**config.mk**
```make
export PLATFORM = sky130hd
export DESIGN_NAME = rv_mem
export DESIGN_NICKNAME = d
export VERILOG_FILES = /design/src/rtl/rv_pkg.sv /design/src/rtl/rv_mem_ld_align.sv /design/src/rtl/rv_mem.sv
export SDC_FILE = /design/constraint.sdc
export NUM_CORES = 1
export LEC_CHECK = 0
export CORE_ASPECT_RATIO = 0.9
export CORE_MARGIN = 1
export CORE_UTILIZATION = 25
export CTS_BUF_LIST = sky130_fd_sc_hd__clkbuf_4 sky130_fd_sc_hd__clkbuf_8
export CTS_CLUSTER_SIZE = 25
export DETAILED_ROUTE_END_ITERATION = 6
export REMOVE_ABC_BUFFERS = 1
export SLEW_MARGIN = 15
export SYNTH_ARGS = -nofsm -noshare
export SYNTH_HDL_FRONTEND = slang
export SYNTH_HIERARCHICAL = 1
export SYNTH_SLANG_ARGS = --single-unit
```
**constraint.sdc**
```tcl
create_clock -name clk -period 5.4 [get_ports clk]
set_input_delay 1.08 -clock clk [delete_from_list [all_inputs] [get_ports clk]]
set_output_delay 1.08 -clock clk [all_outputs]
set_load 0.03 [all_outputs]
```
**src/rtl/rv_pkg.sv**
```systemverilog
// Shared types and lane helpers for the rv_mem load/store stage.
package rv_pkg;

    typedef enum logic [1:0] {
        SZ_BYTE = 2'd0,
        SZ_HALF = 2'd1,
        SZ_WORD = 2'd2
    } t_mem_size;

    typedef struct packed {
        logic       rd_we;
        logic [4:0] rd_addr;
    } t_wb_ctrl;

    typedef struct packed {
        logic      rd_en;
        logic      wr_en;
        t_mem_size size;
        logic      sign_ext;
        t_wb_ctrl  wb;
    } t_mem_ctrl;

    typedef enum logic [1:0] {
        ST_IDLE = 2'd0,
        ST_REQ  = 2'd1,
        ST_RSP  = 2'd2
    } t_mem_state;

    function automatic logic [3:0] mem_be(input t_mem_size size, input logic [1:0] off);
        case (size)
            SZ_BYTE: mem_be = 4'b0001 << off;
            SZ_HALF: mem_be = 4'b0011 << {off[1], 1'b0};
            SZ_WORD: mem_be = 4'b1111;
            default: mem_be = 4'b0000;
        endcase
    endfunction

    function automatic logic [31:0] mem_wr_data(input t_mem_size size, input logic [31:0] data);
        case (size)
            SZ_BYTE: mem_wr_data = {4{data[7:0]}};
            SZ_HALF: mem_wr_data = {2{data[15:0]}};
            SZ_WORD: mem_wr_data = data;
            default: mem_wr_data = data;
        endcase
    endfunction

    // Lane offset used for load alignment; HALF/WORD drop the sub-size address bits.
    function automatic logic [1:0] mem_offset(input t_mem_size size, input logic [1:0] off);
        case (size)
            SZ_BYTE: mem_offset = off;
            SZ_HALF: mem_offset = {off[1], 1'b0};
            SZ_WORD: mem_offset = 2'b00;
            default: mem_offset = 2'b00;
        endcase
    endfunction

endpackage

```
**src/rtl/rv_mem_ld_align.sv**
```systemverilog
// Combinational load alignment: shift the raw word down to lane 0, then extend.
module rv_mem_ld_align
    import rv_pkg::*;
(
    input  logic [31:0] data,
    input  logic [1:0]  offset,
    input  t_mem_size   size,
    input  logic        sign_ext,
    output logic [31:0] ld_data
);

    logic [31:0] shifted_s;

    // Lane shift followed by size-dependent zero/sign extension.
    always_comb begin
        shifted_s = data >> {offset, 3'b000};
        case (size)
            SZ_BYTE: ld_data = {{24{sign_ext & shifted_s[7]}}, shifted_s[7:0]};
            SZ_HALF: ld_data = {{16{sign_ext & shifted_s[15]}}, shifted_s[15:0]};
            SZ_WORD: ld_data = shifted_s;
            default: ld_data = shifted_s;
        endcase
    end

endmodule

```
**src/rtl/rv_mem.sv**
```systemverilog
// Q103H->Q104H memory stage with an IDLE/REQ/RSP request FSM.
// Define RV_MEM_MISALIGN_CHK_EN to trap misaligned HALF/WORD accesses.
module rv_mem
    import rv_pkg::*;
(
    input  logic        clk,
    input  logic        rst,
    input  logic        valid_Q103H,
    input  t_mem_ctrl   ctrl_Q103H,
    input  logic [31:0] alu_out_Q103H,
    input  logic [31:0] rs2_data_Q103H,
    output logic        stall_Q103H,
    output logic        dmem_req,
    output logic        dmem_we,
    output logic [31:0] dmem_addr,
    output logic [3:0]  dmem_be,
    output logic [31:0] dmem_wr_data,
    input  logic        dmem_gnt,
    input  logic        dmem_rsp_valid,
    input  logic [31:0] dmem_rsp_data,
    output logic        valid_Q104H,
    output t_wb_ctrl    ctrl_wb_Q104H,
    output logic [31:0] pre_wb_data_Q104H,
    output logic [31:0] dmem_rd_data_Q104H,
    output logic        misalign_Q104H
);

    t_mem_state  state_r, state_nxt_s;
    logic        mem_op_s, is_store_s, misalign_s;
    logic        issue_s, done_s, ld_done_s;
    logic        we_r;
    logic [31:0] addr_r, wdata_r;
    logic [3:0]  be_r;
    logic [1:0]  ld_off_r;
    t_mem_size   ld_size_r;
    logic        ld_sext_r;
    logic [31:0] ld_data_s;

    assign mem_op_s   = valid_Q103H & (ctrl_Q103H.rd_en | ctrl_Q103H.wr_en);
    assign is_store_s = ctrl_Q103H.wr_en;

`ifdef RV_MEM_MISALIGN_CHK_EN
    assign misalign_s = mem_op_s &
                        (((ctrl_Q103H.size == SZ_HALF) & alu_out_Q103H[0]) |
                         ((ctrl_Q103H.size == SZ_WORD) & (alu_out_Q103H[1:0] != 2'b00)));
`else
    assign misalign_s = 1'b0;
`endif

    // Request/completion decode; IDLE drives the bus straight from Q103H, REQ replays the captured request.
    always_comb begin
        state_nxt_s  = state_r;
        done_s       = 1'b0;
        ld_done_s    = 1'b0;
        issue_s      = 1'b0;
        dmem_req     = 1'b0;
        dmem_we      = we_r;
        dmem_addr    = addr_r;
        dmem_be      = be_r;
        dmem_wr_data = wdata_r;
        case (state_r)
            ST_IDLE: begin
                dmem_we      = is_store_s;
                dmem_addr    = {alu_out_Q103H[31:2], 2'b00};
                dmem_be      = mem_be(ctrl_Q103H.size, alu_out_Q103H[1:0]);
                dmem_wr_data = mem_wr_data(ctrl_Q103H.size, rs2_data_Q103H);
                if (valid_Q103H && !mem_op_s) begin
                    done_s = 1'b1;
                end else if (misalign_s) begin
                    done_s = 1'b1;
                end else if (mem_op_s) begin
                    dmem_req = 1'b1;
                    issue_s  = 1'b1;
                    if (dmem_gnt) begin
                        if (is_store_s) begin
                            done_s = 1'b1;
                        end else begin
                            state_nxt_s = ST_RSP;
                        end
                    end else begin
                        state_nxt_s = ST_REQ;
                    end
                end else begin
                    done_s = 1'b0;
                end
            end
            ST_REQ: begin
                dmem_req = 1'b1;
                if (dmem_gnt) begin
                    if (we_r) begin
                        done_s      = 1'b1;
                        state_nxt_s = ST_IDLE;
                    end else begin
                        state_nxt_s = ST_RSP;
                    end
                end else begin
                    state_nxt_s = ST_REQ;
                end
            end
            ST_RSP: begin
                if (dmem_rsp_valid) begin
                    done_s      = 1'b1;
                    ld_done_s   = 1'b1;
                    state_nxt_s = ST_IDLE;
                end else begin
                    state_nxt_s = ST_RSP;
                end
            end
            default: state_nxt_s = ST_IDLE;
        endcase
    end

    assign stall_Q103H = valid_Q103H & ~done_s;

    rv_mem_ld_align u_ld_align (
        .data     (dmem_rsp_data),
        .offset   (ld_off_r),
        .size     (ld_size_r),
        .sign_ext (ld_sext_r),
        .ld_data  (ld_data_s)
    );

    // FSM state and request capture at issue time.
    always_ff @(posedge clk or negedge rst) begin
        if (!rst) begin
            state_r   <= ST_IDLE;
            we_r      <= 1'b0;
            addr_r    <= 32'h0000_0000;
            be_r      <= 4'b0000;
            wdata_r   <= 32'h0000_0000;
            ld_off_r  <= 2'b00;
            ld_size_r <= SZ_BYTE;
            ld_sext_r <= 1'b0;
        end else begin
            state_r <= state_nxt_s;
            if (issue_s) begin
                we_r      <= dmem_we;
                addr_r    <= dmem_addr;
                be_r      <= dmem_be;
                wdata_r   <= dmem_wr_data;
                ld_off_r  <= mem_offset(ctrl_Q103H.size, alu_out_Q103H[1:0]);
                ld_size_r <= ctrl_Q103H.size;
                ld_sext_r <= ctrl_Q103H.sign_ext;
            end
        end
    end

    // Q104H pipeline register: bubbles while stalled, payload holds until the next completion.
    always_ff @(posedge clk or negedge rst) begin
        if (!rst) begin
            valid_Q104H        <= 1'b0;
            ctrl_wb_Q104H      <= '0;
            pre_wb_data_Q104H  <= 32'h0000_0000;
            dmem_rd_data_Q104H <= 32'h0000_0000;
            misalign_Q104H     <= 1'b0;
        end else begin
            valid_Q104H <= done_s;
            if (done_s) begin
                ctrl_wb_Q104H      <= ctrl_Q103H.wb;
                pre_wb_data_Q104H  <= alu_out_Q103H;
                dmem_rd_data_Q104H <= ld_done_s ? ld_data_s : 32'h0000_0000;
                misalign_Q104H     <= (state_r == ST_IDLE) & misalign_s;
            end
        end
    end

endmodule

```
==> results of run 1 <==
-- cells in the mapped netlist, types with 2 or more instances --
library cell,count
dfrtp_1,147
nand2_1,135
mux2_2,94
mux2i_1,37
a22o_1,32
o21ai_0,28
clkbuf_1,26
a21oi_1,20
mux2_4,18
nor2_1,14
buf_2,13
nor2b_1,13
a21o_1,10
buf_6,9
o21a_1,9
o2bb2ai_1,8
or2_2,8
a211oi_1,7
a21boi_0,7
o22ai_1,7
and2_1,6
a211o_1,5
inv_1,4
buf_1,3
nand2b_1,3
nand3b_1,2
nor2_2,2
o22ai_2,2
o31ai_1,2
or2_1,2
-- power breakdown --
group,switching (mW),internal (mW)
clock,0.459,0.624
combinational,1.24,1.01
sequential,0.174,1.41
-- metal layers --
metal | vias to the layer above | global-route usage | wire (um)
met2 | 206 | 0.234 | 10300
met5 | - | 0 | 9
met3 | 17 | 0.0485 | 1760
met4 | 2 | 0.0388 | 266
met1 | 3005 | 0.199 | 10700
li1 | 2881 | - | -
-- worst max path at each step --
stage / startpoint / to / slack, ns / cells past startpoint
final: valid_Q103H / stall_Q103H / 0.89 / 5
after global routing: valid_Q103H / stall_Q103H / 0.78 / 5
after CTS: valid_Q103H / stall_Q103H / 0.88 / 5
after detailed placement: valid_Q103H / stall_Q103H / 0.88 / 5
after global placement: valid_Q103H / stall_Q103H / 0.90 / 5
after floorplan: state_r[1] / dmem_wr_data[24] / 1.68 / 2
-- kinds of logic after synthesis --
| kind of cell | after synthesis | synth area share |
|---|---|---|
| AO/OA/AOI/OAI | 141 | 0.137 |
| XOR/XNOR | 1 | 0.00116 |
| buffers and inverters | 57 | 0.0398 |
| flip-flops | 147 | 0.486 |
| multiplexers | 150 | 0.226 |
| other | 1 | 0.000495 |
| AND/OR/NAND/NOR | 190 | 0.109 |
-- final cells by class --
class,instances,area (um2)
fill,2977,18900
sequential,147,3680
multi-input combinational,483,3600
timing repair buffer,265,2630
tap,403,504
clock buffer,24,318
clock inverter,8,169
inverter,5,18.8
-- per-stage QoR --
step,hold WS [ns],worst slack (ns),cells,cell area [um2]
after floorplan,0.444,1.68,635,7290
after global placement,0.464,0.896,1303,10400
after detailed placement,0.466,0.883,1303,10400
after CTS,0.490,0.881,1335,10900
after global routing,0.520,0.782,1335,10900
final,0.481,0.889,1335,10900
-- flip-flops by register name, indices dropped and copies added, names as in the netlist --
name	count
addr_r	32
be_r	4
ctrl_wb_Q104H	6
dmem_rd_data_Q104H	32
ld_off_r	2
ld_sext_r	1
ld_size_r	2
pre_wb_data_Q104H	32
state_r	2
valid_Q104H	1
wdata_r	32
we_r	1
-- worst max-delay path: stages --
cell             delay (ns)
clkdlybuf4s50_1        0.50
or3b_1                 0.53
o311a_4                0.54
and2_1                 0.20
clkdlybuf4s50_1        0.58
==> out/results.ini, run 1 <==
[clock_network]
cts.repair.resized = 0
cts_tree = yes
post_cts_buffers = 0
holdBufCountCts = 0
clk_pin_slew_worst_paths_ns = 0.09
cts_buffers = 17
cts_buffer_depth = 2
htree_levels = 4
root_buffer = clkbuf_8
clkSinkCount = 147
clk_latency_ns = 0.45

[routing]
viasPerCell = 4.58
wirelength_um = 23100
post_drt_wl_per_cell_um = 17.3
drt_drc_violations_left = 0
drt_iter0_drc = 255
dr_total_vias = 6111
ant_nets = 0
firstDrtPassIters = 5

[sta]
slew_headroom = 0.315
post-route-min-period_ns = 4.51
setup_violations = 0
finClkSkew_ns = 0.0166
final_max_slew_viol_count = 0
fin_crit_sh = 0.835
fmax_ghz = 0.222
rsz0062_at_grt = no
hold_viol = 0
worst_pin_slew_ns = 1.02
setup_tns_ns = 0

[synthesis]
syn-cell-area_um2 = 7570
ys_types = 44
ys.flop_type = dfrtp_1
synth-seq-cells = 147
ys_async_sr_fraction = 1.00
yosysWarnings = 6
ys_seq_area_frac = 0.486
yosysTopAreaCell = dfrtp_1
synth.area.top_cells = dfrtp_1, mux2_2, nand2_1
synth_edf_count = 0
synth_cells = 687
syn_avg_cell_area_um2 = 11.0
synth_top_area_share = 0.486

[worst_setup_path]
r2r_end = ctrl_wb_Q104H[3]
cp.arrival_ns = 3.43
r2r_start = state_r[1]
path_class = primary input to output port
reg2reg_slack_ns = 2.39
reg2reg_depth = 5
end_kind = output port
crit_fanout = 18
start_kind = primary input
crit_required_ns = 4.32

[global_routing]
antenna_found_initial = 1
grt_pass1_vias = 6226
grt_use_total = 0.150
grt_pass1_wl_um = 35900
grt_max_degree = 148
gr-total-overflow = 0

[finish]
final_common_cell = clkdlybuf4s50_1
layout_common_cells = clkdlybuf4s50_1, dfrtp_1, nand2_1
fin_nets = 1031
area_growth_pct = 44.2
antennaDiodeCount = 0
fin_util = 0.366
drive_above_1_share = 0.195

[floorplanning]
io_pins = 255
chipWidth_um = 185
die_h_um = 167
dieArea_um2 = 31000
core_um2 = 29800
initial_core_util = 0.254
rows = 60

[power]
total_power_mw = 4.92
ir_drop_uv = 218
power.density_nw_per_um2 = 451
cellLeakagePower_nw = 4.73

[min_path]
hold_depth = 1
whs_endpoint = addr_r[0]
min_from = addr_r[0]
hold_path.class = flip-flop to flip-flop

[job]
maxCapViolCount = 0

[place]
gp_congestion = 0.784
portBuffers = 253
dp_hpwl_um = 15300

[outcome]
status = finished, final reports clean

(Power assumes the default switching activity.)
==> run 2, diff against run 1 <==
Clock period 5.4 ns to 4.7 ns, I/O delays scaled along.
==> run 2 against run 1 <==
Compared with the run above: critical path depth is 1 higher; largest power group unchanged; combinational power rose by 16%; sequential cell count stayed put.
==> out/results.ini, run 2 (same netlist as run 1, synthesis figures left out) <==
[floorplanning]
initial_core_util = 0.254
chipWidth_um = 185
io_pins = 255
core_um2 = 29800
die_h_um = 167
rows = 60
dieArea_um2 = 31000

[worst_setup_path]
end_kind = output port
max_stage_delay_ns = 0.90
cp.arrival_ns = 3.19
path_class = primary input to output port
r2r_end = pre_wb_data_Q104H[15]
reg2reg_depth = 5
r2r_start = state_r[1]
path_cells = clkdlybuf4s50_1 -> buf_4 -> nand2b_1 -> a21oi_1 -> o21ai_0 -> clkdlybuf4s50_1
start_kind = primary input
reg2reg_slack_ns = 2.19
crit_top_cell = clkdlybuf4s50_1
cpMaxStageDelayCell = clkdlybuf4s50_1
crit_required_ns = 3.76
crit_fanout = 10

[finish]
layout_common_cells = clkdlybuf4s50_1, dfrtp_1, nand2_1
drive_above_1_share = 0.203
nFillCells = 2996
multi_input_area_um2 = 3600
fin_nets = 1037
area_growth_pct = 43.6
layout.cells.non_filler = 1341
seq_area_um2 = 3680
stdcell_area_um2 = 10900
antennaDiodeCount = 0
final_common_cell = clkdlybuf4s50_1

[clock_network]
clkSinkCount = 147
cts.repair.resized = 0
cts_tree = yes
holdBufCountCts = 0
post_cts_buffers = 0
clk_latency_ns = 0.46
clk_pin_slew_worst_paths_ns = 0.08
root_buffer = clkbuf_8
cts_buffer_depth = 2
cts_buffers = 17
htree_levels = 4

[global_routing]
gr-total-overflow = 0
grt_util_met3 = 0.0569
grt_max_degree = 77
grt_pass1_wl_um = 36500
grt_use_total = 0.153
busiest_layer = met2
antenna_found_initial = 0
grt_use_met1 = 0.196
grt_util_met2 = 0.239
grt_pass1_vias = 6311

[routing]
viasPerCell = 4.61
drt_drc_violations_left = 0
ant_nets = 0
wirelength_um = 23100
firstDrtPassIters = 4
post_drt_wl_per_cell_um = 17.2
drt_iter0_drc = 255
dr_total_vias = 6181

[sta]
worst_pin_slew_ns = 0.793
final_max_slew_viol_count = 0
fmax_ghz = 0.242
fin_crit_sh = 0.879
hold_viol = 0
finClkSkew_ns = 0.00836
setup_tns_ns = 0
slew_headroom = 0.470
setup_violations = 0
setup_slack_ns = 0.569
rsz0062_at_grt = no
post-route-min-period_ns = 4.13

[place]
place_inst = 1309
dpl_cell_area_um2 = 10500
dp_hpwl_um = 15800
gp_congestion = 0.815
portBuffers = 253
pre_cts_slack_ns = 0.598

[job]
maxCapViolCount = 0

[power]
ir_drop_uv = 392
power.density_nw_per_um2 = 498
total_power_mw = 5.42
cellLeakagePower_nw = 4.69

[outcome]
status = finished, final reports clean

[min_path]
hold_path.class = primary input to async pin

run 2: layout make-up:
class	instances	share of cell area
clock buffers	21	0.0260
clock inverters	11	0.00955
inverters	5	0.00173
multi-input cells	483	0.331
flip-flops and latches	147	0.338
well taps	403	0.0464
repair buffers	271	0.247
run 2: worst max path at each step:
stage | startpoint | to | slack (ns) | cells after the start
3_3_place_gp | ctrl_Q103H[7] | dmem_be[2] | 0.60 | 6
2_1_floorplan | state_r[1] | dmem_wr_data[24] | 1.12 | 2
5_1_grt | ctrl_Q103H[7] | dmem_be[2] | 0.47 | 6
3_5_place_dp | ctrl_Q103H[7] | dmem_be[2] | 0.60 | 6
4_1_cts | ctrl_Q103H[7] | dmem_be[2] | 0.58 | 6
6_report | ctrl_Q103H[7] | dmem_be[2] | 0.57 | 6
run 2: worst max-delay path, delay by kind of cell:
family / cells / cell delay [ns]
AND/OR/NAND/NOR: 1 / 0.13
buffers and inverters: 3 / 1.86
AO/OA/AOI/OAI: 2 / 0.26
run 2: per-layer routing:
metal  wire length [um]  vias to the layer above
met5                  0                        -
met4                265                        0
met3               2140                       16
met2              10400                      239
met1              10300                     3035
li1                   -                     2891
run 2: metrics by stage:
| step | utilization | hold slack (ns) |
|---|---|---|
| after floorplan | - | 0.444 |
| after global placement | 0.352 | 0.462 |
| after detailed placement | 0.352 | 0.462 |
| after CTS | 0.365 | 0.489 |
| after global routing | 0.365 | 0.500 |
| final | 0.365 | 0.480 |
run 2: where the power goes:
group | switching [mW] | total (mW) | internal, mW
Combinational | 1.43 | 2.60 | 1.17
Clock | 0.531 | 0.999 | 0.467
Sequential | 0.197 | 1.82 | 1.63
Total | 2.15 | 5.42 | 3.26
==> run 3, diff against run 2 <==
Settings changed: CORE_UTILIZATION 25 to 48, PLACE_DENSITY set to 0.84, SKIP_LAST_GASP set to 1.
==> run 3 against run 2 <==
Compared with the run above: combinational power hardly changed; worst setup slack worse by 0.11 ns; sequential share of layout area is 0.66 points higher; register-to-register slack worse by 0.40 ns; global-route usage is 11 points higher; final cell count is 15% lower; largest cell class unchanged; worst hold slack better by 0.0098 ns.
==> out/results.ini, run 3 (same netlist as run 1, synthesis figures left out) <==
[power]
power.density_nw_per_um2 = 521
cellLeakagePower_nw = 4.72
ir_drop_uv = 387

[worst_setup_path]
reg2reg_slack_ns = 1.79
setup.worst_path.end = dmem_wr_data[27]
setup.worst_path.start = ctrl_Q103H[7]
crit_top_cell = clkdlybuf4s50_1
cpMaxStageDelayCell = clkdlybuf4s50_1
crit_required_ns = 3.76
r2r_start = state_r[1]
cp.arrival_ns = 3.30
end_kind = output port
crit_fanout = 12
r2r_end = ctrl_wb_Q104H[2]
reg2reg_depth = 5
max_stage_delay_ns = 0.93
crit_buf_inv = 3
path_class = primary input to output port
crit_family = buffers and inverters
path_cells = clkdlybuf4s50_1 -> buf_4 -> mux2i_1 -> o21ai_0 -> mux2_2 -> clkdlybuf4s50_1
start_kind = primary input
crit_cells = 6

[sta]
slew_headroom = 0.387
setup_violations = 0
final_max_slew_viol_count = 0
worst_pin_slew_ns = 0.919
post-route-min-period_ns = 4.24
setup_tns_ns = 0
fmax_ghz = 0.236
fin_crit_sh = 0.902
rsz0062_at_grt = no
hold_viol = 0
finClkSkew_ns = 0.00820

[floorplanning]
dieArea_um2 = 16300
core_um2 = 15400
die_h_um = 121
rows = 43
io_pins = 255
initial_core_util = 0.492
chipWidth_um = 134

[global_routing]
antenna_found_initial = 0
gr-total-overflow = 0
grt_pass1_wl_um = 32800
grt_pass1_vias = 6159
grt_max_degree = 81
grt_use_total = 0.262

[clock_network]
post_cts_buffers = 0
cts_buffers = 17
cts_tree = yes
clk_pin_slew_worst_paths_ns = 0.09
cts.repair.resized = 0
root_buffer = clkbuf_8
holdBufCountCts = 0
clk_latency_ns = 0.46
htree_levels = 4
cts_buffer_depth = 2
clkSinkCount = 147

[finish]
layout_common_cells = clkdlybuf4s50_1, dfrtp_1, nand2_1
final_common_cell = clkdlybuf4s50_1
drive_above_1_share = 0.199
fin_util = 0.693
fin_nets = 1035
area_growth_pct = 40.9
nFillCells = 1202
antennaDiodeCount = 0

[outcome]
status = finished, final reports clean

[routing]
drt_iter0_drc = 337
viasPerCell = 5.45
firstDrtPassIters = 4
drt_drc_violations_left = 0
dr_total_vias = 6202
ant_nets = 0
post_drt_wl_per_cell_um = 18.3
wirelength_um = 20800

[place]
gp_congestion = 0.854
dp_hpwl_um = 14600
portBuffers = 253

[min_path]
hold_path.class = flip-flop to flip-flop

[job]
maxCapViolCount = 0

## run 3: cell types whose count changed in the layout (fill, tap and decap cells not counted)
cell             before  now
inv_8                 0    1
bufinv_16             1    5
buf_12                3    1
clkinv_4              2    4
clkinvlp_4            5    2
clkbuf_4              1    0
clkdlybuf4s50_1     242  244
clkbuf_8             20   17
buf_4                25   23
## run 3: worst min path at each step
stage / end / start / slack [ns] / cells after the start
after floorplan: addr_r[0] / addr_r[0] / 0.44 / 1
after global placement: addr_r[1] / addr_r[1] / 0.46 / 1
final: addr_r[0] / addr_r[0] / 0.49 / 1
after detailed placement: addr_r[0] / addr_r[0] / 0.47 / 1
after global routing: dmem_rd_data_Q104H[9] / dmem_rd_data_Q104H[9] / 0.51 / 1
after CTS: addr_r[0] / addr_r[0] / 0.49 / 1
## run 3: area by class of cell
type / count / area (um2) / area share
well taps: 202 / 253 / 0.0237
multi-input cells: 483 / 3600 / 0.338
flip-flops and latches: 147 / 3680 / 0.345
clock buffers: 17 / 234 / 0.0219
inverters: 5 / 18.8 / 0.00176
repair buffers: 269 / 2650 / 0.248
clock inverters: 15 / 230 / 0.0216
## run 3: power by group
| group | internal (mW) | leakage (nW) | switching, mW |
|---|---|---|---|
| sequential | 1.63 | 1.81 | 0.212 |
| combinational | 1.17 | 2.68 | 1.40 |
| clock | 0.637 | 0.228 | 0.514 |
## run 3: layer usage
layer	wire length, um	vias up	global-route usage
li1	-	2891	-
met1	8850	3030	0.336
met2	9560	253	0.412
met3	2000	28	0.0911
met4	378	0	0.0913
met5	0	-	0
## run 3: stage by stage
| stage | setup slack [ns] | std cells | power, mW | instance area (um2) | hold WS, ns |
|---|---|---|---|---|---|
| 2_1_floorplan | 1.12 | 635 | 3.36 | 7290 | 0.444 |
| 3_3_place_gp | 0.487 | 1106 | 4.38 | 10200 | 0.463 |
| 4_1_cts | 0.469 | 1138 | 5.60 | 10700 | 0.492 |
| 6_report | 0.462 | 1138 | 5.56 | 10700 | 0.490 |
| 3_5_place_dp | 0.478 | 1106 | 4.43 | 10200 | 0.467 |
| 5_1_grt | 0.362 | 1138 | 5.83 | 10700 | 0.511 |
